### config.mk
export PLATFORM = sky130hd
export DESIGN_NAME = fetch_unit
export DESIGN_NICKNAME = d
export VERILOG_FILES = /design/src/rtl/fetch_unit.sv
export SDC_FILE = /design/constraint.sdc
export NUM_CORES = 1
export LEC_CHECK = 0
export CORE_MARGIN = 1
export CORE_UTILIZATION = 53
export CTS_BUF_LIST = sky130_fd_sc_hd__clkbuf_4 sky130_fd_sc_hd__clkbuf_8
export CTS_CLUSTER_DIAMETER = 120
export DETAILED_ROUTE_END_ITERATION = 10
export PLACE_DENSITY = 0.83
export SLEW_MARGIN = 20
export SYNTH_ARGS = -nofsm -noshare
export SYNTH_HDL_FRONTEND = slang
export SYNTH_SLANG_ARGS = --single-unit
### constraint.sdc
create_clock -name clk -period 5.51 [get_ports clk]
set_clock_uncertainty 0.15 [all_clocks]
set_input_delay 1.102 -clock clk [delete_from_list [all_inputs] [get_ports clk]]
set_output_delay 1.102 -clock clk [all_outputs]
set_load 0.005 [all_outputs]
### src/rtl/fetch_unit.sv
// rtl/fetch_unit.sv - instruction fetch stage: PC, credit-limited imem requests, response FIFO, redirect flush.
// Optional combinational response bypass to decode when the FIFO is empty: define FETCH_BYPASS_EN.
module fetch_unit #(
  parameter logic [31:0] RESET_PC   = 32'h0000_0000,
  parameter int unsigned FIFO_DEPTH = 2
) (
  input  logic        clk,
  input  logic        reset,
  output logic        imem_req_valid,
  output logic [31:0] imem_req_addr,
  input  logic        imem_req_ready,
  input  logic        imem_resp_valid,
  input  logic [31:0] imem_resp_data,
  output logic        instr_valid,
  output logic [31:0] instr,
  output logic [31:0] pc_out,
  input  logic        instr_ready,
  input  logic        redirect_valid,
  input  logic [31:0] redirect_pc
);
  localparam int unsigned CW = $clog2(FIFO_DEPTH + 1);
  localparam int unsigned PW = (FIFO_DEPTH > 1) ? $clog2(FIFO_DEPTH) : 1;
  localparam logic [CW:0]   DEPTH_C  = (CW + 1)'(FIFO_DEPTH);
  localparam logic [PW-1:0] LAST_PTR = PW'(FIFO_DEPTH - 1);

  logic [31:0]   pc_q, pc_d;
  logic [CW-1:0] outst_q, outst_d;
  logic [CW-1:0] drop_q, drop_d;
  logic [CW-1:0] cnt_q, cnt_d;
  logic [PW-1:0] rd_ptr_q, rd_ptr_d;
  logic [PW-1:0] wr_ptr_q, wr_ptr_d;
  logic [31:0]   data_q [FIFO_DEPTH];
  logic [31:0]   data_d [FIFO_DEPTH];
  logic [31:0]   fpc_q  [FIFO_DEPTH];
  logic [31:0]   fpc_d  [FIFO_DEPTH];

  logic        credit_ok, req_fire, resp_fire, fifo_nonempty;
  logic        bypass, push, pop;
  logic [31:0] resp_pc;
  logic        unused_bits;

  assign unused_bits = ^redirect_pc[1:0];

  always_comb begin
    credit_ok      = ({1'b0, outst_q} + {1'b0, cnt_q}) < DEPTH_C;
    imem_req_valid = !reset && !redirect_valid && credit_ok;
    imem_req_addr  = pc_q;
    req_fire       = imem_req_valid && imem_req_ready;
    resp_fire      = imem_resp_valid && (outst_q != '0);
    // Oldest in-flight request sits outst_q words behind the next fetch PC.
    resp_pc        = pc_q - (32'(outst_q) << 2);
    fifo_nonempty  = (cnt_q != '0);
`ifdef FETCH_BYPASS_EN
    bypass = !reset && !redirect_valid && !fifo_nonempty && (drop_q == '0) && resp_fire;
`else
    bypass = 1'b0;
`endif
    instr_valid = fifo_nonempty || bypass;
    instr       = bypass ? imem_resp_data : (fifo_nonempty ? data_q[rd_ptr_q] : 32'h0);
    pc_out      = bypass ? resp_pc        : (fifo_nonempty ? fpc_q[rd_ptr_q]  : 32'h0);

    pop  = fifo_nonempty && instr_ready && !redirect_valid;
    push = resp_fire && (drop_q == '0) && !redirect_valid && !(bypass && instr_ready);

    pc_d     = pc_q;
    outst_d  = outst_q + CW'(req_fire) - CW'(resp_fire);
    drop_d   = drop_q;
    cnt_d    = cnt_q;
    rd_ptr_d = rd_ptr_q;
    wr_ptr_d = wr_ptr_q;
    data_d   = data_q;
    fpc_d    = fpc_q;

    if (redirect_valid) begin
      pc_d     = {redirect_pc[31:2], 2'b00};
      drop_d   = outst_q - CW'(resp_fire);
      cnt_d    = '0;
      rd_ptr_d = '0;
      wr_ptr_d = '0;
    end else begin
      if (req_fire) pc_d = pc_q + 32'd4;
      if (resp_fire && (drop_q != '0)) drop_d = drop_q - 1'b1;
      if (push) begin
        data_d[wr_ptr_q] = imem_resp_data;
        fpc_d[wr_ptr_q]  = resp_pc;
        wr_ptr_d = (wr_ptr_q == LAST_PTR) ? '0 : wr_ptr_q + 1'b1;
      end
      if (pop) rd_ptr_d = (rd_ptr_q == LAST_PTR) ? '0 : rd_ptr_q + 1'b1;
      cnt_d = cnt_q + CW'(push) - CW'(pop);
    end
  end

  always_ff @(posedge clk) begin
    if (reset) begin
      pc_q     <= RESET_PC;
      outst_q  <= '0;
      drop_q   <= '0;
      cnt_q    <= '0;
      rd_ptr_q <= '0;
      wr_ptr_q <= '0;
    end else begin
      pc_q     <= pc_d;
      outst_q  <= outst_d;
      drop_q   <= drop_d;
      cnt_q    <= cnt_d;
      rd_ptr_q <= rd_ptr_d;
      wr_ptr_q <= wr_ptr_d;
    end
    data_q <= data_d;
    fpc_q  <= fpc_d;
  end
endmodule

* Word-level counts from Yosys, hierarchy flattened
Index checks and enable logic that the tools add are counted.
Word-level totals: bits in latches 0, logic and storage cells 67, output and inout port bits 98, memories kept 0, bits in writable memories 0, bits in read-only memories 0, bits of input ports 70, register bits 168
Cells by class: eq/ne operators 0, shift-type cells 0, multipliers 0, div/mod/pow operators 0, magnitude comparators 4, reductions and logical operators 20, muxes and demuxes 18, bitwise logic cells 3, $add $sub $neg 11
Operators by type and width (number):
- $mux 32 | 11
- $bwmux 64 | 2
- $add 32x3->32 const B | 1
- $demux 32 s1 | 1
- $sub 32x4->32 | 1
- $logic_and 1x1->1 | 10
- $reduce_bool 2->1 | 5
- $sub 2x1->2 | 3
- $add 2x1->2 | 2
- $ge 2x2->1 const B | 2
- $mux 2 | 2
- $not 1->2 | 2
- $add 2x2->3 | 1
- $lt 3x2->1 const B | 1
- $add 1x1->1 const B | 2
- $logic_not 1->1 | 2
- $logic_not 2->1 | 1
- $lt 2x1->1 const B | 1
- $mux 1 | 2
- $reduce_and 2->1 | 1
- $reduce_or 2->1 | 1
- $sub 2x1->2 const B | 1
- $not 1->1 | 1

* Longest topological paths before layout
Gate-level depths: netlist (run 1).
depth in word-level cells 6, depth in mapped cells 11, mapped depth without buffers 10

* Least setup slack after synthesis (run 1)
Ideal clock, no wire load.
path kind input to register, start input imem_resp_valid, end register data_q[32] (netlist name) (enable), required time 4.878 ns, cell stages on the path 4, buffers on the path 0, data arrival time 4.250 ns, setup time 0.482 ns, path slack 0.628 ns, cell sequence o21ai_0 > nor3b_1 > inv_1 > nor2_1
Between the ends: cells in the longest elaborated chain, start to end 4
Ends and longest elaborated chain:
- from (decl) | RTL line 12 | input logic imem_resp_valid,
- $logic_and 1x1->1 | RTL line 49 | resp_fire = imem_resp_valid && (outst_q != '0);
- $logic_and 1x1->1 (2 in a row) | RTL line 63 | push = resp_fire && (drop_q == '0) && !redirect_valid && !(bypass && instr_ready);
- $reduce_and 2->1 (no line)
- to (signal assigned) | RTL line 109 | data_q <= data_d;
- to (decl) | RTL line 32 | logic [31:0] data_q [FIFO_DEPTH];
No other way between the ends. A chain may end at the register's enable or synchronous reset.

* Worst setup path in the final report (run 1)
start input reset, end output imem_req_valid
Between the ends: cells in the longest elaborated chain, start to end 3
Ends and longest elaborated chain:
- from (decl) | RTL line 8 | input logic reset,
- $logic_not 1->1 | RTL line 46 | imem_req_valid = !reset && !redirect_valid && credit_ok;
- $logic_and 1x1->1 (2 in a row) | RTL line 46
- to (decl) | RTL line 9 | output logic imem_req_valid,
No other way between the ends.

==> out/metrics.cfg, run 1 <==
[route]
drt-wirelength-per-cell_um = 16.2
via_per_inst = 5.42
drc_errors = 0
first_iter_violations = 331
final_antenna_net_count = 0
totalWireLength_um = 16000
dr.pass1.iters = 8
dr_total_vias = 5359

[global_routing]
grt_pass1_vias = 5197
antenna_found_initial = 0
grt_max_degree = 64
gr-total-overflow = 0
grt_first_pass_wirelength_um = 25100
grt.total_usage = 0.222

[worst_setup_path]
r2r-start = outst_q[0]$_SDFF_PP0_
crit_required_ns = 4.26
crit_fanout = 40
arrival_ns = 2.64
crit_type = input pin to primary output
endpoint_kind = primary output
cp-start-kind = input pin
reg2regPathDepth = 10
rrSetupSlack_ns = 2.02
r2r_end = outst_q[1]$_SDFF_PP0_

[cells_and_area]
fin_area_mm2 = 0.00970
utilization = 0.694
area_growth_pct = 26.9
fin_nets = 876
fillCellCount = 1013
insertedDiodeCount = 0
seq_area_mm2 = 0.00449
layout-drive-gt1-share = 0.0619
final_common_cell = clkdlybuf4s50_1
final_cell_mix = 160 x clkdlybuf4s50_1, 124 x edfxtp_1, 93 x nor2_1
multi_input_area_mm2 = 0.00283

[logic_synthesis]
ys_types = 44
yosys_warnings = 0
syn_inst = 655
synthArstFlopShare = 0
synthSimpleGateAreaFrac = 0.147
synth-main-ff-cell = edfxtp_1
synth_top_family_by_area = simple AND/OR/NAND/NOR gates
synthAdderAreaFrac = 0.0200
syn_area_mm2 = 0.00765
synthMuxAreaShare = 0.0890
postSynthAreaPerCell_um2 = 11.7
seq_area_frac_synth = 0.586
synth_compound_area_frac = 0.0398
ys_ff_latch = 162
synth_edf_count = 124
synth_xor_area_frac = 0.0699

[status]
outcome = finished clean

[place]
portBuffers = 161
detailed_place_hpwl_um = 11100
place_area_mm2 = 0.00932
gp_congestion = 0.876

[timing]
setup_violations = 0
slew_headroom = 0.261
tns_ns = 0
rsz0062_at_grt = no
tightest_slew_ns = 1.11
drv_slew = 0
max_freq_mhz = 257
finalCritPeriodShare = 0.706
final.min_clock_period_ns = 3.89
finalHoldViolCount = 0

[power_and_ir_drop]
p_clk_frac = 0.302
p_sw_frac = 0.263
p_int_w = 0.00204
p_comb_frac = 0.166
power.leakage_nw = 3.34
power_density_mw_per_mm2 = 286
irDropWorstVdd_mv = 0.158
p_seq_frac = 0.532
p_sw_w = 0.000729
power.total_w = 0.00277

[hold_path]
holdPathEnd = wr_ptr_q$_SDFFE_PP0P_
hold_depth = 2
hp-class = register to register
hp-start = wr_ptr_q$_SDFFE_PP0P_

[clocking]
cts-resized-gates = 0
cts_made_buffers = 17
clock_latency_ns = 0.45
cts_hold_buffers = 0
cts_setup_buffers = 0
clock_path_buffers = 2
cts_tree = built
clockRootBuffer = clkbuf_8
htreeDepth = 4
cts_sinks = 162
path_clk_slew_ns = 0.08

[floorplanning]
die_h_um = 122
initial_utilization = 0.547
ioPinCount = 168
die_width_um = 122
core_mm2 = 0.0140
num_rows = 43
fp.dieArea_mm2 = 0.0149

[job]
drv_cap = 0

-- cells in the mapped netlist, types with 3 or more instances --
cell / n / area (um^2)
nor3b_1: 4 / 30.0
edfxtp_1: 124 / 3720
nand3_1: 15 / 75.1
nor3_1: 20 / 100
inv_1: 34 / 128
nand2_1: 33 / 124
buf_4: 5 / 37.5
nor4_1: 9 / 56.3
clkbuf_1: 19 / 71.3
a21oi_1: 23 / 115
and4_1: 3 / 26.3
o21ai_0: 5 / 25.0
xnor2_1: 34 / 298
xor2_1: 27 / 236
nand4_1: 10 / 62.6
buf_2: 16 / 80.1
nor2_1: 95 / 357
dfxtp_1: 38 / 761
nor2b_1: 6 / 37.5
ha_1: 9 / 113
o21a_1: 16 / 120
mux2i_1: 68 / 681
buf_1: 7 / 26.3
or3_1: 4 / 25.0
nor4_4: 4 / 85.1
-- cell type report --
class | count | area share
repair buffers | 167 | 0.170
flip-flops and latches | 162 | 0.462
clock inverters | 13 | 0.0141
inverters | 34 | 0.0132
clock buffers | 19 | 0.0257
multi-input cells | 413 | 0.291
well taps | 180 | 0.0232
-- cell families after synthesis --
kind of cell | count (synthesis)
multiplexers | 68
other | 1
AO/OA/AOI/OAI | 50
AND/OR/NAND/NOR | 219
adder cells (fa/ha/maj) | 11
buffers and inverters | 83
XOR/XNOR | 61
flip-flops | 162
-- through the flow --
stage	hold WS (ns)	instances	setup WS, ns
finish	0.453	988	1.62
global placement	0.421	956	1.63
CTS	0.465	988	1.60
global route	0.498	988	1.49
floorplan	0.378	658	0.628
detailed placement	0.446	956	1.56
-- registers in the layout (all words and copies together) (netlist names) --
name,flops
cnt_q,2
imem_req_addr,30
fpc_q,60
outst_q,2
data_q,64
rd_ptr_q,1
wr_ptr_q,1
drop_q,2
-- worst max-delay path: stages --
cell,delay [ns]
clkdlybuf4s50_1,0.39
buf_4,0.26
nor4_1,0.32
clkdlybuf4s50_1,0.55
-- layer usage --
| metal | part of all wire | global-route usage |
|---|---|---|
| met5 | 0 | 0 |
| met4 | 0.012 | 0.0800 |
| met3 | 0.065 | 0.0520 |
| met2 | 0.51 | 0.380 |
| met1 | 0.41 | 0.275 |
-- worst max-delay path by stage --
stage / startpoint / endpoint / slack [ns] / cells past startpoint
floorplan: imem_resp_valid / data_q[32]$_DFFE_PP_ / 0.63 / 4
global placement: imem_req_ready / outst_q[1]$_SDFF_PP0_ / 1.63 / 9
detailed placement: imem_req_ready / outst_q[1]$_SDFF_PP0_ / 1.56 / 9
CTS: reset / imem_req_valid / 1.60 / 4
global route: reset / imem_req_valid / 1.49 / 4
finish: reset / imem_req_valid / 1.62 / 4
-- power by group through the flow --
stage | Clock [W] | Combinational (W) | Sequential (W)
after global routing | 0.000907 | 0.000510 | 0.00148
after global placement | 0 | 0.000438 | 0.00150
after floorplan | 0 | 0.000287 | 0.00148
after detailed placement | 0 | 0.000456 | 0.00150
after CTS | 0.000855 | 0.000460 | 0.00148
final | 0.000838 | 0.000459 | 0.00148
No activity file was read; power rests on OpenSTA's default activity.
==> run 2, diff against run 1 <==
==> constraint.sdc (replaced) <==
create_clock -name clk -period 3.9 [get_ports clk]
set_clock_uncertainty 0.15 [all_clocks]
set_input_delay 0.78 -clock clk [delete_from_list [all_inputs] [get_ports clk]]
set_output_delay 0.78 -clock clk [all_outputs]
set_load 0.005 [all_outputs]
==> run 2 against run 1 <==
Compared with the run above:
- total power up 52%
- first-iteration DRC count is 41% higher
- critical path type is now register to primary output
- setup slack got worse by 1.1 ns
- die area unchanged
- sequential power increased by 41%
- register-to-register slack worse by 1.3 ns
- count of clock-buffer cells in the layout is 3 higher
==> out/metrics.cfg, run 2 (synthesis gave the netlist of run 1 again) <==
[floorplanning]
fp.dieArea_mm2 = 0.0149
initial_utilization = 0.547
num_rows = 43
die_width_um = 122
ioPinCount = 168
core_mm2 = 0.0140
die_h_um = 122

[power_and_ir_drop]
power.total_w = 0.00422
p_seq_frac = 0.494
power_density_mw_per_mm2 = 427
power.leakage_nw = 3.45
p_int_w = 0.00320
p_sw_w = 0.00102
p_comb_frac = 0.158
irDropWorstVdd_mv = 0.214
p_clk_frac = 0.348
p_sw_frac = 0.242

[worst_setup_path]
crit_chain = and2_1 > fa_1 > nor4_1 > clkdlybuf4s50_1
crit_end = imem_req_valid
r2r_end = outst_q[1]$_SDFF_PP0_
cpMaxStageDelayCell = clkdlybuf4s50_1
rrSetupSlack_ns = 0.70
arrival_ns = 2.46
crit_type = register to primary output
crit_required_ns = 2.97
crit_start = outst_q[0]$_SDFF_PP0_
path_depth = 4
r2r-start = outst_q[0]$_SDFF_PP0_
cp_slowest_stage_delay_ns = 0.58
crit_fanout = 5
cp-start-kind = register
crit_buf_inv = 1
endpoint_kind = primary output
reg2regPathDepth = 10
cp_top_family = buffers and inverters

[clocking]
cts-resized-gates = 0
cts_sinks = 162
path_clk_slew_ns = 0.08
cts_setup_buffers = 0
htreeDepth = 4
clock_path_buffers = 2
clockRootBuffer = clkbuf_8
cts_made_buffers = 17
cts_tree = built
cts_hold_buffers = 0
clock_latency_ns = 0.46

[timing]
finalHoldViolCount = 0
tightest_slew_ns = 0.786
rsz0062_at_grt = no
slew_headroom = 0.471
tns_ns = 0
drv_slew = 0
setup_violations = 0
max_freq_mhz = 295
finalCritPeriodShare = 0.868
final.min_clock_period_ns = 3.39

[status]
outcome = finished clean

[cells_and_area]
area_growth_pct = 29.1
fin_nets = 883
layout-drive-gt1-share = 0.0724
final_cell_mix = 160 x clkdlybuf4s50_1, 124 x edfxtp_1, 93 x nor2_1
top_register = data_q
largest_register_ffs = 64
fillCellCount = 1012
final_common_cell = clkdlybuf4s50_1
insertedDiodeCount = 0

[hold_path]
hp-class = register to register

[global_routing]
grt_pass1_vias = 5215
gr-total-overflow = 0
grt.total_usage = 0.235
grt_first_pass_wirelength_um = 26200
grt_max_degree = 43
antenna_found_initial = 0

[route]
drt-wirelength-per-cell_um = 16.7
dr_total_vias = 5376
totalWireLength_um = 16600
via_per_inst = 5.40
dr.pass1.iters = 5
drc_errors = 0
first_iter_violations = 468
final_antenna_net_count = 0

[place]
detailed_place_hpwl_um = 11400
portBuffers = 161
gp_congestion = 0.850

[job]
drv_cap = 0

## run 2: per-layer routing
metal  track usage  routed length, um
met1         0.296               6880
met4        0.0945                387
met3        0.0651               1370
met5             0                  0
met2         0.381               7930
## run 2: final cells by class
cell class                 count  area, um^2  area share
sequential                   162        4490       0.454
multi-input combinational    413        2830       0.286
timing repair buffer         174        1720       0.174
clock buffer                  22         284      0.0288
tap                          180         225      0.0228
clock inverter                10         208      0.0210
inverter                      34         128      0.0129
## run 2: worst min-delay path, delay by kind of cell (launching register included)
family	cells	cell delay, ns
DFF	1	0.36
and+or+nand+nor	1	0.04
xor gates and xnor gates	1	0.16
## run 2: worst min-delay path by stage
stage | end | slack [ns] | depth (start not counted) | from
floorplan | wr_ptr_q$_SDFFE_PP0P_ | 0.39 | 2 | wr_ptr_q$_SDFFE_PP0P_
global placement | wr_ptr_q$_SDFFE_PP0P_ | 0.43 | 2 | wr_ptr_q$_SDFFE_PP0P_
detailed placement | wr_ptr_q$_SDFFE_PP0P_ | 0.43 | 2 | wr_ptr_q$_SDFFE_PP0P_
CTS | wr_ptr_q$_SDFFE_PP0P_ | 0.45 | 2 | wr_ptr_q$_SDFFE_PP0P_
global route | wr_ptr_q$_SDFFE_PP0P_ | 0.48 | 2 | wr_ptr_q$_SDFFE_PP0P_
finish | wr_ptr_q$_SDFFE_PP0P_ | 0.44 | 2 | wr_ptr_q$_SDFFE_PP0P_
## run 2: power by group through the flow
stage	logic, W	registers (W)	clock network (W)
after global placement	0.000632	0.00212	0
after CTS	0.000667	0.00209	0.00149
after detailed placement	0.000657	0.00212	0
after global routing	0.000735	0.00210	0.00156
final	0.000665	0.00209	0.00147
after floorplan	0.000406	0.00209	0
## run 2: stage by stage
step | utilization | instances | setup slack [ns] | instance area, um^2 | hold WS (ns)
after floorplan | - | 658 | 0.371 | 7660 | 0.388
after global routing | 0.706 | 995 | 0.438 | 9880 | 0.476
after global placement | 0.671 | 963 | 0.593 | 9380 | 0.426
final | 0.706 | 995 | 0.513 | 9880 | 0.444
after CTS | 0.706 | 995 | 0.508 | 9880 | 0.446
after detailed placement | 0.671 | 963 | 0.570 | 9380 | 0.428
==> run 3, diff against run 2 <==
==> constraint.sdc (replaced) <==
create_clock -name clk -period 3.9 [get_ports clk]
set_clock_uncertainty 0.15 [all_clocks]
set_input_delay 0.39 -clock clk [delete_from_list [all_inputs] [get_ports clk]]
set_output_delay 0.39 -clock clk [all_outputs]
set_load 0.005 [all_outputs]
==> run 3 against run 2 <==
Compared with the run above:
- sequential share of layout area increased by 0.57 points
- via count increased by 0.82%
- total power decreased by 8.4%
- setup slack improved by 0.074 ns
- final cell count decreased by 0.30%
- combinational power increased by 1%
- die area unchanged
- critical path depth increased by 7
- register-to-register slack got worse by 0.11 ns
- largest power group unchanged
- flip-flop and latch count unchanged
- largest cell class unchanged
- sequential power about the same
==> out/metrics.cfg, run 3 (synthesis gave the netlist of run 1 again) <==
[timing]
final.min_clock_period_ns = 3.31
setup_violations = 0
slew_headroom = 0.437
drv_slew = 0
max_freq_mhz = 302
tns_ns = 0
tightest_slew_ns = 0.836
finalHoldViolCount = 0
finalCritPeriodShare = 0.849
rsz0062_at_grt = no

[cells_and_area]
layout-drive-gt1-share = 0.0690
utilization = 0.697
final_cell_mix = 160 x clkdlybuf4s50_1, 124 x edfxtp_1, 93 x nor2_1
top_register = data_q
insertedDiodeCount = 0
area_growth_pct = 27.5
final_common_cell = clkdlybuf4s50_1
largest_register_ffs = 64
fin_nets = 881

[floorplanning]
num_rows = 43
ioPinCount = 168
die_h_um = 122
initial_utilization = 0.547
die_width_um = 122
fp.dieArea_mm2 = 0.0149
core_mm2 = 0.0140

[clocking]
cts_tree = built
clockRootBuffer = clkbuf_8
cts_made_buffers = 17
cts_sinks = 162
path_clk_slew_ns = 0.08
htreeDepth = 4
cts_setup_buffers = 0
clock_path_buffers = 2
cts-resized-gates = 0
clock_latency_ns = 0.44
cts_hold_buffers = 0

[route]
dr.pass1.iters = 5
final_antenna_net_count = 0
drt-wirelength-per-cell_um = 16.4
via_per_inst = 5.46
dr_total_vias = 5420
drc_errors = 0
totalWireLength_um = 16300
first_iter_violations = 470

[global_routing]
globalRouteMet3Util = 0.0618
gr-usage-met1 = 0.278
grt.met2_usage = 0.378
grt_first_pass_wirelength_um = 25500
gr-total-overflow = 0
grt.total_usage = 0.226
antenna_found_initial = 0
grt_max_degree = 48
grt_pass1_vias = 5297
top_usage_layer = met2

[power_and_ir_drop]
power.leakage_nw = 3.38
power_density_mw_per_mm2 = 396
irDropWorstVdd_mv = 0.193

[place]
portBuffers = 161
detailed_place_hpwl_um = 11300
gp_congestion = 0.859

[worst_setup_path]
endpoint_kind = register
cp-start-kind = register
crit_type = register to register
crit_fanout = 13
crit_required_ns = 4.09
arrival_ns = 3.50

[hold_path]
hp-class = input pin to register

[status]
outcome = finished clean

[job]
drv_cap = 0

-- run 3: changes by cell type in the layout (fill, tap and decap cells not counted) --
| cell | change |
|---|---|
| clkbuf_8 | -1 |
| bufinv_16 | -5 |
| clkinv_2 | +4 |
| inv_6 | +2 |
| buf_12 | +2 |
| clkinv_4 | +1 |
| buf_4 | -4 |
| clkbuf_4 | -3 |
| clkinvlp_4 | +1 |
-- run 3: final timing paths --
path	startpoint	to	slack (ns)	cells past startpoint
setup / recovery	outst_q[0]$_SDFF_PP0_	outst_q[1]$_SDFF_PP0_	0.59	11
hold / removal	redirect_valid	drop_q[1]$_SDFFE_PP0P_	0.36	3
setup reg to reg	outst_q[0]$_SDFF_PP0_	outst_q[1]$_SDFF_PP0_	0.59	11
hold reg to reg	wr_ptr_q$_SDFFE_PP0P_	wr_ptr_q$_SDFFE_PP0P_	0.45	2
-- run 3: worst max-delay path: stages (launching register included) --
cell	delay (ns)
dfxtp_1	0.42
and2_1	0.17
fa_1	0.45
or3b_1	0.38
buf_4	0.19
or3_1	0.48
ha_1	0.35
inv_1	0.04
ha_1	0.18
xnor2_1	0.18
xnor2_1	0.15
nor2_1	0.05
-- run 3: final cells by class --
type                    instances  area [um^2]
flip-flops and latches        162         4490
fillers                      1005         4240
multi-input cells             413         2830
repair buffers                172         1730
clock buffers                  18          248
well taps                     180          225
inverters                      34          128
clock inverters                13          111
-- run 3: where the power goes --
| group | switching [W] | total, W | internal, W |
|---|---|---|---|
| sequential | 0.0000861 | 0.00209 | 0.00200 |
| clock | 0.000590 | 0.00111 | 0.000517 |
| combinational | 0.000350 | 0.000672 | 0.000322 |
-- run 3: per-layer routing --
metal	routed length, um	share of wire
met5	0	0
met4	316	0.019
met3	1310	0.080
met2	7920	0.49
met1	6780	0.42
-- run 3: through the flow --
stage	worst slack, ns	total power [W]	hold WS, ns	std cells	instance area (um^2)
after floorplan	0.691	0.00249	0.339	658	7660
after global placement	0.677	0.00276	0.424	961	9390
after detailed placement	0.627	0.00279	0.439	961	9390
after CTS	0.596	0.00389	0.325	992	9750
after global routing	0.418	0.00404	0.348	992	9750
final	0.587	0.00386	0.361	992	9750
